$ cat src/rtl/twiddle_sequencer.sv
// twiddle_sequencer: twiddle-number generator for one R2^2SDF multiplier stage,
// with a matched-delay multiplier enable, zero flag and end-of-frame pulse.
module twiddle_sequencer #(
    parameter int LOG_N  = 6,
    parameter int TW_LAT = 2
) (
    input  logic             clock,
    input  logic             reset,
    input  logic             di_en,
    input  logic             di_sof,
    output logic [LOG_N-1:0] tw_addr,
    output logic             tw_en,
    output logic             mul_en,
    output logic             mul_zero,
    output logic             frame_done,
    output logic             sof_err
);
    logic [LOG_N-1:0] cnt, idx, k, tw;
    logic [1:0]       q;
    logic             zero_r, last_r;

    // Quarter q selects multiplier {0,2,1,3}; k*m built from shifts and one add.
    always_comb begin
        idx = di_sof ? '0 : cnt;
        q   = idx[LOG_N-1 -: 2];
        k   = {2'b00, idx[LOG_N-3:0]};
        tw  = q == 2'd0 ? '0 : q == 2'd1 ? k << 1 : q == 2'd2 ? k : (k << 1) + k;
    end

    always_ff @(posedge clock) begin
        if (reset) begin
            cnt     <= '0;
            tw_addr <= '0;
            tw_en   <= 1'b0;
            zero_r  <= 1'b0;
            last_r  <= 1'b0;
            sof_err <= 1'b0;
        end else begin
            tw_en   <= di_en;
            zero_r  <= di_en & (tw == '0);
            last_r  <= di_en & (&idx);
            sof_err <= di_en & di_sof & (cnt != '0);
            if (di_en) begin
                cnt     <= idx + 1'b1;
                tw_addr <= tw;
            end
        end
    end

    if (TW_LAT == 0) begin : g_direct
        assign {mul_en, mul_zero, frame_done} = {tw_en, zero_r, last_r};
    end else begin : g_delay
        logic [2:0] dl [TW_LAT];
        always_ff @(posedge clock) begin
            if (reset) begin
                for (int i = 0; i < TW_LAT; i++) dl[i] <= '0;
            end else begin
                dl[0] <= {tw_en, zero_r, last_r};
                for (int i = 1; i < TW_LAT; i++) dl[i] <= dl[i-1];
            end
        end
        assign {mul_en, mul_zero, frame_done} = dl[TW_LAT-1];
    end
endmodule

$ cat config.mk
export PLATFORM = sky130hd
export DESIGN_NAME = twiddle_sequencer
export DESIGN_NICKNAME = d
export VERILOG_FILES = /design/src/rtl/twiddle_sequencer.sv
export SDC_FILE = /design/constraint.sdc
export NUM_CORES = 1
export LEC_CHECK = 0
export ABC_AREA = 1
export CAP_MARGIN = 20
export CORE_ASPECT_RATIO = 1.2
export CORE_MARGIN = 2
export CORE_UTILIZATION = 40
export CTS_BUF_LIST = sky130_fd_sc_hd__clkbuf_2
export DETAILED_ROUTE_END_ITERATION = 8
export MAX_ROUTING_LAYER = met4
export PLACE_DENSITY = 0.62
export SYNTH_ARGS = -nofsm -noshare
export SYNTH_HDL_FRONTEND = slang
export SYNTH_SLANG_ARGS = --single-unit
$ cat constraint.sdc
create_clock -name clock -period 2.75 [get_ports clock]
set_input_delay 0.4125 -clock clock [delete_from_list [all_inputs] [get_ports clock]]
set_output_delay 0.4125 -clock clock [all_outputs]
set_load 0.1 [all_outputs]
==> out/metrics.yaml, run 1 <==
worst_setup_path:
  cp.required_ps: 3050
  path_max_fanout: 8
  cp-end-kind: "flip-flop"
  criticalPathCategory: "in -> reg"
  cp.arrival_ps: 2250
  cp-start-kind: "input port"
pwr:
  ir_drop_v: 0.000324
  leakagePower_uw: 0.000572
  p_clk_frac: 0.240
  switchingPower_uw: 176
  total_power_uw: 560
  swShare: 0.315
  combPwrFrac: 0.163
  power_density_mw_per_mm2: 474
  power_frac_seq: 0.597
  p_int_uw: 384
cells_and_area:
  layout.nets: 173
  num_antenna_cells: 0
  syn_to_final_growth_pct: 17.2
  fillers: 256
  layout-drive-gt1-share: 0.108
die:
  die_y_um: 59.0
  io_pins: 15
  core_area_mm2: 0.00233
  die_x_um: 49.8
  initial_utilization: 0.433
  die_area_mm2: 0.00294
  fp-row-count: 19
yosys:
  ys_seq_elements: 22
  postSynthAreaPerCell_um2: 6.77
  netlist-cell-type-count: 16
  syn_nets: 155
  syn-instance-count: 149
  yosys_warnings: 0
  netlist.area_leader.share: 0.437
  syn_area_mm2: 0.00101
  ys_top_cells_by_area: "dfxtp_1 44%, nand2_1 12%, inv_1 8.9%, nand3_1 7.4%, nor2_1 6.3%"
  yosys.area.top_type: "dfxtp_1"
  ys_seq_area_frac: 0.437
global_routing:
  grt_usage: 0.176
  overflow: 0
  grt_max_degree: 16
  grt_pass1_wl_mm: 3.77
  antenna_found_initial: 0
  grt_pass1_vias: 847
run:
  max_cap_violations: 0
drt:
  wl_per_cell_um: 11.4
  routed_wl_mm: 2.25
  via_count: 995
  via_per_inst: 5.05
  drtAntennaViolNets: 0
  drc_errors: 0
  drt_iter0_drc: 16
  drtPass1Iterations: 4
hold_path:
  hold_path_class: "reg -> reg"
placed_design:
  io_buffers: 14
  dp_hpwl_mm: 1.74
  gp_congestion: 0.924
  dpl_worst_slack_ps: 430
sta:
  fin_crit_ps: 1950
  final_hold_viol_count: 0
  fin_worst_skew_ps: 8.53
  maxSlewViolCount: 0
  slew_headroom: 0.759
  grt_setup_unrepaired: "false"
  setup_violations: 0
  fin_setup_tns_ps: 0
  final.setup.worst_slack_ps: 801
  hold_slack_ps: 415
  max_freq_mhz: 513
  period_share: 0.709
  worst_slew_pin_slew_ps: 362
clock_tree:
  cts_buffer_depth: 2
  root_buffer: "clkbuf_2"
  clock-sinks: 22
  cts_buffers: 3
  cts.clk_slew.worst_paths_ps: 200
  clk_latency_ps: 350
  holdBufCountCts: 0
  postCtsSetupBuffers: 0
  cts_resized: 0
  htreeDepth: 1
  cts_tree: "built"
run_status:
  outcome: "finished, final reports clean"
## per-layer routing
metal	GRT usage	up-vias	wire length [um]
li1	-	509	-
met3	0.0379	5	135
met2	0.270	31	1040
met4	0.0952	0	42
met1	0.217	450	1030
met5	-	-	0
## cell usage in the layout, fill, tap and decap left out
master and instances:
nand2_1 33, nor3_2 1, nor3_1 4, dfxtp_1 22
o21ai_0 10, ha_1 2, o21a_1 2, inv_1 24
clkinv_1 1, clkbuf_2 3, clkdlybuf4s50_1 3, nor2_1 17
nor4_1 1, buf_4 13, inv_2 1, nand3_1 15
o31ai_1 1, a21oi_1 12, and3_1 1
## sequential cells by signal (all words and copies together), names as in the netlist
name        cells
tw_addr         6
tw_en           1
sof_err         1
g_delay.dl      6
cnt             6
last_r          1
zero_r          1
## logic make-up (layout without fill, tap and decap cells)
| family | count (synthesis) | after routing | share of synthesized area |
|---|---|---|---|
| simple gates | 72 | 72 | 0.303 |
| buf+inv | 28 | 45 | 0.104 |
| compound gates | 25 | 25 | 0.132 |
| flops | 22 | 22 | 0.437 |
| fa+ha+maj | 2 | 2 | 0.0248 |
## power by group through the flow
stage               sequential (uW)  clock, uW  combinational (uW)
finish                          334        134                91.3
global route                    335        151                97.3
CTS                             334        137                92.1
detailed placement              341          0                91.8
global placement                341          0                91.6
floorplan                       380          0                28.2
## Yosys cell counts (all sizes together)
master / instances
a21oi: 12
and3: 1
clkbuf: 3
dfxtp: 22
ha: 2
inv: 25
nand2: 33
nand3: 15
nor2: 17
nor3: 5
nor4: 1
o21a: 2
o21ai: 10
o31ai: 1
## path summary, 6_finish.rpt
| path | start | end | slack [ps] | depth (start not counted) |
|---|---|---|---|---|
| setup reg to reg | cnt[2]$_SDFFE_PP0P_ | zero_r$_SDFF_PP0_ | 1090 | 11 |
| hold reg to reg | g_delay.dl[0][1]$_SDFF_PP0_ | g_delay.dl[0][4]$_SDFF_PP0_ | 410 | 2 |
| hold / removal | g_delay.dl[0][1]$_SDFF_PP0_ | g_delay.dl[0][4]$_SDFF_PP0_ | 410 | 2 |
| setup / recovery | di_sof | zero_r$_SDFF_PP0_ | 800 | 15 |
## critical path, cell delays in order
cell             delay (ps)
clkdlybuf4s50_1         520
inv_2                    90
nand2_1                 100
inv_1                    80
ha_1                    230
ha_1                    200
inv_1                    60
nand2_1                  60
nand3_1                 100
nand2_1                  50
nor2_1                   90
nand2_1                  50
nor2_1                   80
nand2_1                  50
nor2_1                   70
## final cells by class
cell class	count	area, um2	area share
inverter	25	93.8	0.0794
clock inverter	1	3.75	0.00317
timing repair buffer	16	128	0.108
tap	31	38.8	0.0328
sequential	22	440	0.372
multi-input combinational	99	463	0.392
clock buffer	3	15.0	0.0127
## metrics by stage
step	area, um2	cells	util
CTS	1180	197	0.508
global route	1180	197	0.508
floorplan	1010	149	-
finish	1180	197	0.508
detailed placement	1160	193	0.499
global placement	1160	193	0.499
Note: power is estimated with default switching activity, not from simulation.
==> run 2: changes to the inputs <==
==> constraint.sdc (replaced) <==
create_clock -name clock -period 1.8 [get_ports clock]
set_input_delay 0.27 -clock clock [delete_from_list [all_inputs] [get_ports clock]]
set_output_delay 0.27 -clock clock [all_outputs]
set_load 0.1 [all_outputs]
==> run 2 against run 1 <==
Compared with the run above:
- worst hold slack better by 1.5 ps
- sequential power is 53% higher
- clock power is 48% higher
- sequential share of layout area is 2.6 points lower
- power is 54% higher
- wire length is 4.4% higher
- non-clock buffer count is 12 higher
- global-route usage is 1.3 points higher
- largest cell class unchanged
- sequential cell count stayed put
- critical endpoint unchanged
==> out/metrics.yaml, run 2 (synthesized netlist as in run 1, its figures left out) <==
global_routing:
  grtUsageMet3: 0.0404  # was 0.0379
  grt_usage: 0.189  # was 0.176
  grt_pass1_wl_mm: 4.09  # was 3.77 mm
  antenna_found_initial: 0  # unchanged
  grt_pass1_vias: 963  # was 847
  grt.met2_usage: 0.312  # was 0.270
  busiest_layer: "met2"  # unchanged
  grt_max_degree: 14  # was 16
  use_met1: 0.225  # was 0.217
  overflow: 0  # unchanged
run:
  max_cap_violations: 0  # unchanged
die:
  core_area_mm2: 0.00233  # unchanged
  die_area_mm2: 0.00294  # unchanged
  fp-row-count: 19  # unchanged
  die_y_um: 59.0  # unchanged
  io_pins: 15  # unchanged
  initial_utilization: 0.433  # unchanged
  die_x_um: 49.8  # unchanged
cells_and_area:
  instances_no_fill: 209  # was 197
  final_common_cell: "nand2_1"  # unchanged
  syn_to_final_growth_pct: 26.6  # was 17.2%
  layout-drive-gt1-share: 0.174  # was 0.108
  final_cell_mix: "33 x nand2_1, 25 x buf_4, 24 x inv_1"  # was 33 x nand2_1, 24 x inv_1, 22 x dfxtp_1
  num_antenna_cells: 0  # unchanged
  reg_top3: "cnt: 6 flops, g_delay.dl: 6 flops, tw_addr: 6 flops"  # unchanged
  layout.nets: 185  # was 173
placed_design:
  dp_hpwl_mm: 1.84  # was 1.74 mm
  gp_congestion: 0.916  # was 0.924
  dpl_worst_slack_ps: -249  # was 430 ps
  io_buffers: 14  # unchanged
  dp_cells: 205  # was 193
drt:
  wl_per_cell_um: 11.2  # was 11.4 um
  via_count: 1044  # was 995
  drt_iter0_drc: 38  # was 16
  drc_errors: 0  # unchanged
  drtAntennaViolNets: 0  # unchanged
  drtPass1Iterations: 4  # unchanged
  via_per_inst: 5.00  # was 5.05
  routed_wl_mm: 2.35  # was 2.25 mm
sta:
  final_hold_viol_count: 0  # unchanged
  fin_crit_ps: 1630
  grt_setup_unrepaired: "false"  # unchanged
  setup_violations: 0  # unchanged
  fin_worst_skew_ps: 11.5  # was 8.53 ps
  maxSlewViolCount: 0  # unchanged
  slew_headroom: 0.816  # was 0.759
  worst_slew_pin_slew_ps: 278  # was 362 ps
  hold_slack_ps: 416  # was 415 ps
  final.setup.worst_slack_ps: 173  # was 801 ps
  period_share: 0.904
  max_freq_mhz: 615
clock_tree:
  cts_tree: "built"  # unchanged
  cts.clk_slew.worst_paths_ps: 210  # was 200 ps
  clock-sinks: 22  # unchanged
  root_buffer: "clkbuf_2"  # unchanged
  cts_buffer_depth: 2  # unchanged
  clk_latency_ps: 330  # was 350 ps
  cts_buffers: 3  # unchanged
  htreeDepth: 1  # unchanged
  holdBufCountCts: 0  # unchanged
hold_path:
  hold_path_class: "reg -> reg"  # unchanged
  holdPathStages: 2  # unchanged
pwr:
  ir_drop_v: 0.000533  # was 0.000324 V
  leakagePower_uw: 0.000637  # was 0.000572 uW
  power_density_mw_per_mm2: 676  # was 474 mW/mm2
worst_setup_path:
  cp-end-kind: "flip-flop"  # unchanged
  path_max_fanout: 3  # was 8
  cp.required_ps: 2080  # was 3050 ps
  criticalPathCategory: "reg -> reg"  # was in -> reg
  cp-start-kind: "flip-flop"  # was input port
  cp.arrival_ps: 1910  # was 2250 ps
  reg2reg_depth: 13  # was 11
run_status:
  outcome: "finished, final reports clean"  # unchanged
run 2: worst paths after layout:
path                            start                          end  slack (ps)
setup reg to reg  cnt[0]$_SDFFE_PP0P_            zero_r$_SDFF_PP0_         170
hold reg to reg     last_r$_SDFF_PP0_  g_delay.dl[0][0]$_SDFF_PP0_         420
setup / recovery  cnt[0]$_SDFFE_PP0P_            zero_r$_SDFF_PP0_         170
hold / removal      last_r$_SDFF_PP0_  g_delay.dl[0][0]$_SDFF_PP0_         420
run 2: timing repair:
action / CTS / global route
buffers inserted: 0 / 0
endpoints found under the setup margin: 0 / 2
gates resized for setup: 0 / 2
run 2: where the power goes:
| group | switching, uW | total (uW) | internal [uW] | leakage, uW |
|---|---|---|---|---|
| clock | 150 | 198 | 48.3 | 0.0000140 |
| sequential | 8.60 | 512 | 503 | 0.000180 |
| combinational | 108 | 153 | 45.0 | 0.000443 |
run 2: area by class of cell:
| cell class | instances | area, um2 |
|---|---|---|
| Fill cell | 234 | 1050 |
| Multi-Input combinational cell | 99 | 463 |
| Sequential cell | 22 | 442 |
| Timing Repair Buffer | 28 | 220 |
| Inverter | 25 | 93.8 |
| Tap cell | 31 | 38.8 |
| Clock buffer | 3 | 15.0 |
| Clock inverter | 1 | 3.75 |
run 2: worst max-delay path, cell delays in order (launching register included):
cell and delay (ps):
dfxtp_1 380, nand2_1 100, inv_1 60, ha_1 210, ha_1 190, inv_1 60
nand2_1 60, nand3_1 100, nand2_1 50, nor2_1 90, nand2_1 50, nor2_1 80
nand2_1 50, nor2_1 80
run 2: per-layer routing:
metal,part of all wire,vias to the layer above
met5,0,-
met1,0.46,473
met4,0.015,0
li1,-,530
met3,0.054,4
met2,0.47,37
run 2: through the flow:
step | total power (uW) | instance area, um2 | utilization | TNS, ps
after CTS | 869 | 1270 | 0.546 | 0
after floorplan | 624 | 1010 | - | 0
final | 863 | 1280 | 0.548 | 0
after global routing | 899 | 1280 | 0.548 | 0
after detailed placement | 675 | 1250 | 0.538 | -910
after global placement | 673 | 1250 | 0.538 | -859
==> run 3: changes to the inputs <==
--- a/config.mk
+++ b/config.mk
@@ -10,7 +10,7 @@
 export CORE_ASPECT_RATIO = 1.2
 export CORE_MARGIN = 2
 export CORE_UTILIZATION = 40
-export CTS_BUF_LIST = sky130_fd_sc_hd__clkbuf_2
+export CTS_BUF_LIST = sky130_fd_sc_hd__clkbuf_8
 export DETAILED_ROUTE_END_ITERATION = 8
 export MAX_ROUTING_LAYER = met4
 export PLACE_DENSITY = 0.62
==> run 3 against run 2 <==
Compared with the run above:
- sequential cell count unchanged
- register-to-register slack about the same
- setup slack better by 4.7 ps
- via count down 2.2%
- largest cell class unchanged
- highest routed layer unchanged
==> out/metrics.yaml, run 3 (synthesized netlist as in run 1, its figures left out) <==
run_status:
  outcome: "finished, final reports clean"  # unchanged
global_routing:
  antenna_found_initial: 0  # unchanged
  grt_usage: 0.188  # was 0.189
  grt_pass1_wl_mm: 4.13  # was 4.09 mm
  grt_pass1_vias: 973  # was 963
  overflow: 0  # unchanged
  grt_max_degree: 14  # unchanged
clock_tree:
  holdBufCountCts: 0  # unchanged
  postCtsSetupBuffers: 0  # unchanged
  cts.clk_slew.worst_paths_ps: 80  # was 210 ps
  htreeDepth: 1  # unchanged
  clk_latency_ps: 260  # was 330 ps
  clock-sinks: 22  # unchanged
  cts_tree: "built"  # unchanged
  cts_buffer_depth: 2  # unchanged
  cts_buffers: 3  # unchanged
  cts_resized: 0  # unchanged
  root_buffer: "clkbuf_8"  # was clkbuf_2
cells_and_area:
  num_antenna_cells: 0  # unchanged
  syn_to_final_growth_pct: 30.0  # was 26.6%
  final_cell_mix: "33 x nand2_1, 25 x buf_4, 24 x inv_1"  # unchanged
  layout-drive-gt1-share: 0.174  # unchanged
  reg_top3: "cnt: 6 flops, g_delay.dl: 6 flops, tw_addr: 6 flops"  # unchanged
  layout.nets: 185  # unchanged
  final_common_cell: "nand2_1"  # unchanged
worst_setup_path:
  r2r_end: "zero_r$_SDFF_PP0_"  # unchanged
  r2r_start: "cnt[1]$_SDFFE_PP0P_"  # was cnt[0]$_SDFFE_PP0P_
  cp.required_ps: 2000  # was 2080 ps
  worstSetupPathDepth: 13  # unchanged
  path_max_fanout: 5  # was 3
  crit_path_max_incr_delay_ps: 360  # was 380 ps
  cp-start-kind: "flip-flop"  # unchanged
  cp_slowest_cell: "dfxtp_1"  # unchanged
  cp-end-kind: "flip-flop"  # unchanged
  reg2reg_depth: 13  # unchanged
  ff2ff_setup_slack_ps: 180  # was 170 ps
  crit_chain: "nand2_1 -> inv_1 -> ha_1 -> ha_1 -> inv_1 -> nand2_1 -> nand3_1 -> nand2_1 -> nor2_1 -> nand2_1 -> nor2_1 -> nand2_1 -> nor2_1"  # unchanged
  worstSetupStartpoint: "cnt[1]$_SDFFE_PP0P_"  # was cnt[0]$_SDFFE_PP0P_
  path_buf_inv: 2  # unchanged
  criticalPathCategory: "reg -> reg"  # unchanged
  path_common_cell: "nand2_1"  # unchanged
  cp.arrival_ps: 1820  # was 1910 ps
  path_delay_family: "simple AND/OR/NAND/NOR gates"  # unchanged
  crit_end: "zero_r$_SDFF_PP0_"  # unchanged
pwr:
  power_density_mw_per_mm2: 772  # was 676 mW/mm2
  ir_drop_v: 0.000612  # was 0.000533 V
  total_power_uw: 1010  # was 863 uW
  leakagePower_uw: 0.000652  # was 0.000637 uW
run:
  max_cap_violations: 0  # unchanged
die:
  core_area_mm2: 0.00233  # unchanged
  die_x_um: 49.8  # unchanged
  initial_utilization: 0.433  # unchanged
  fp-row-count: 19  # unchanged
  die_area_mm2: 0.00294  # unchanged
  io_pins: 15  # unchanged
  die_y_um: 59.0  # unchanged
sta:
  period_share: 0.901  # was 0.904
  fin_setup_tns_ps: 0  # unchanged
  fin_worst_skew_ps: 5.63  # was 11.5 ps
  setup_violations: 0  # unchanged
  slew_headroom: 0.824  # was 0.816
  maxSlewViolCount: 0  # unchanged
  grt_setup_unrepaired: "false"  # unchanged
  final_hold_viol_count: 0  # unchanged
  fin_crit_ps: 1620  # was 1630 ps
  worst_slew_pin_slew_ps: 263  # was 278 ps
  max_freq_mhz: 616  # was 615 MHz
placed_design:
  io_buffers: 14  # unchanged
  dp_hpwl_mm: 1.84  # unchanged
  gp_congestion: 0.916  # unchanged
drt:
  via_per_inst: 4.89  # was 5.00
  drt_iter0_drc: 25  # was 38
  drtPass1Iterations: 4  # unchanged
  drtAntennaViolNets: 0  # unchanged
  wl_per_cell_um: 11.3  # was 11.2 um
  via_count: 1021  # was 1044
  drc_errors: 0  # unchanged
  routed_wl_mm: 2.35  # about the same
hold_path:
  hold_path_class: "reg -> reg"  # unchanged
-- run 3: cell count changes in the layout (fill, tap and decap cells not counted), sizes merged --
cell / before / now
clkbuf: 3 / 4
clkinv: 1 / 0
-- run 3: metrics by stage --
stage	util	area (um2)	hold WS (ps)	instances	setup slack (ps)
6_report	0.563	1310	404	209	177
4_1_cts	0.562	1310	406	209	6.54
5_1_grt	0.563	1310	423	209	17.2
3_3_place_gp	0.538	1250	390	205	-235
2_1_floorplan	-	1010	347	149	335
3_5_place_dp	0.538	1250	395	205	-249
-- run 3: worst min-delay path by stage --
stage | startpoint | to | slack [ps] | cells after the start
final | last_r$_SDFF_PP0_ | g_delay.dl[0][0]$_SDFF_PP0_ | 400 | 2
after global routing | last_r$_SDFF_PP0_ | g_delay.dl[0][0]$_SDFF_PP0_ | 420 | 2
after CTS | last_r$_SDFF_PP0_ | g_delay.dl[0][0]$_SDFF_PP0_ | 410 | 2
after detailed placement | last_r$_SDFF_PP0_ | g_delay.dl[0][0]$_SDFF_PP0_ | 390 | 2
after global placement | last_r$_SDFF_PP0_ | g_delay.dl[0][0]$_SDFF_PP0_ | 390 | 2
after floorplan | reset | last_r$_SDFF_PP0_ | 350 | 1
-- run 3: final cells by class --
class	instances	area, um2
clock buffers	4	55.1
fillers	229	1020
inverters	25	93.8
multi-input cells	99	463
flip-flops and latches	22	440
well taps	31	38.8
repair buffers	28	220
-- run 3: report_power, final --
group | switching (uW) | internal (uW)
combinational | 108 | 45.0
sequential | 8.65 | 501
clock | 155 | 195
-- run 3: worst register-to-register path: stages (launching register included) --
cell	delay, ps
dfxtp_1	360
nand2_1	130
inv_1	50
ha_1	190
ha_1	190
inv_1	60
nand2_1	60
nand3_1	100
nand2_1	50
nor2_1	90
nand2_1	60
nor2_1	80
nand2_1	50
nor2_1	80
-- run 3: per-layer routing --
metal	vias to the layer above	global-route usage	part of all wire
met1	454	0.229	0.46
li1	528	-	-
met4	0	0.0635	0.0098
met5	-	-	0
met3	4	0.0328	0.046
met2	35	0.316	0.48
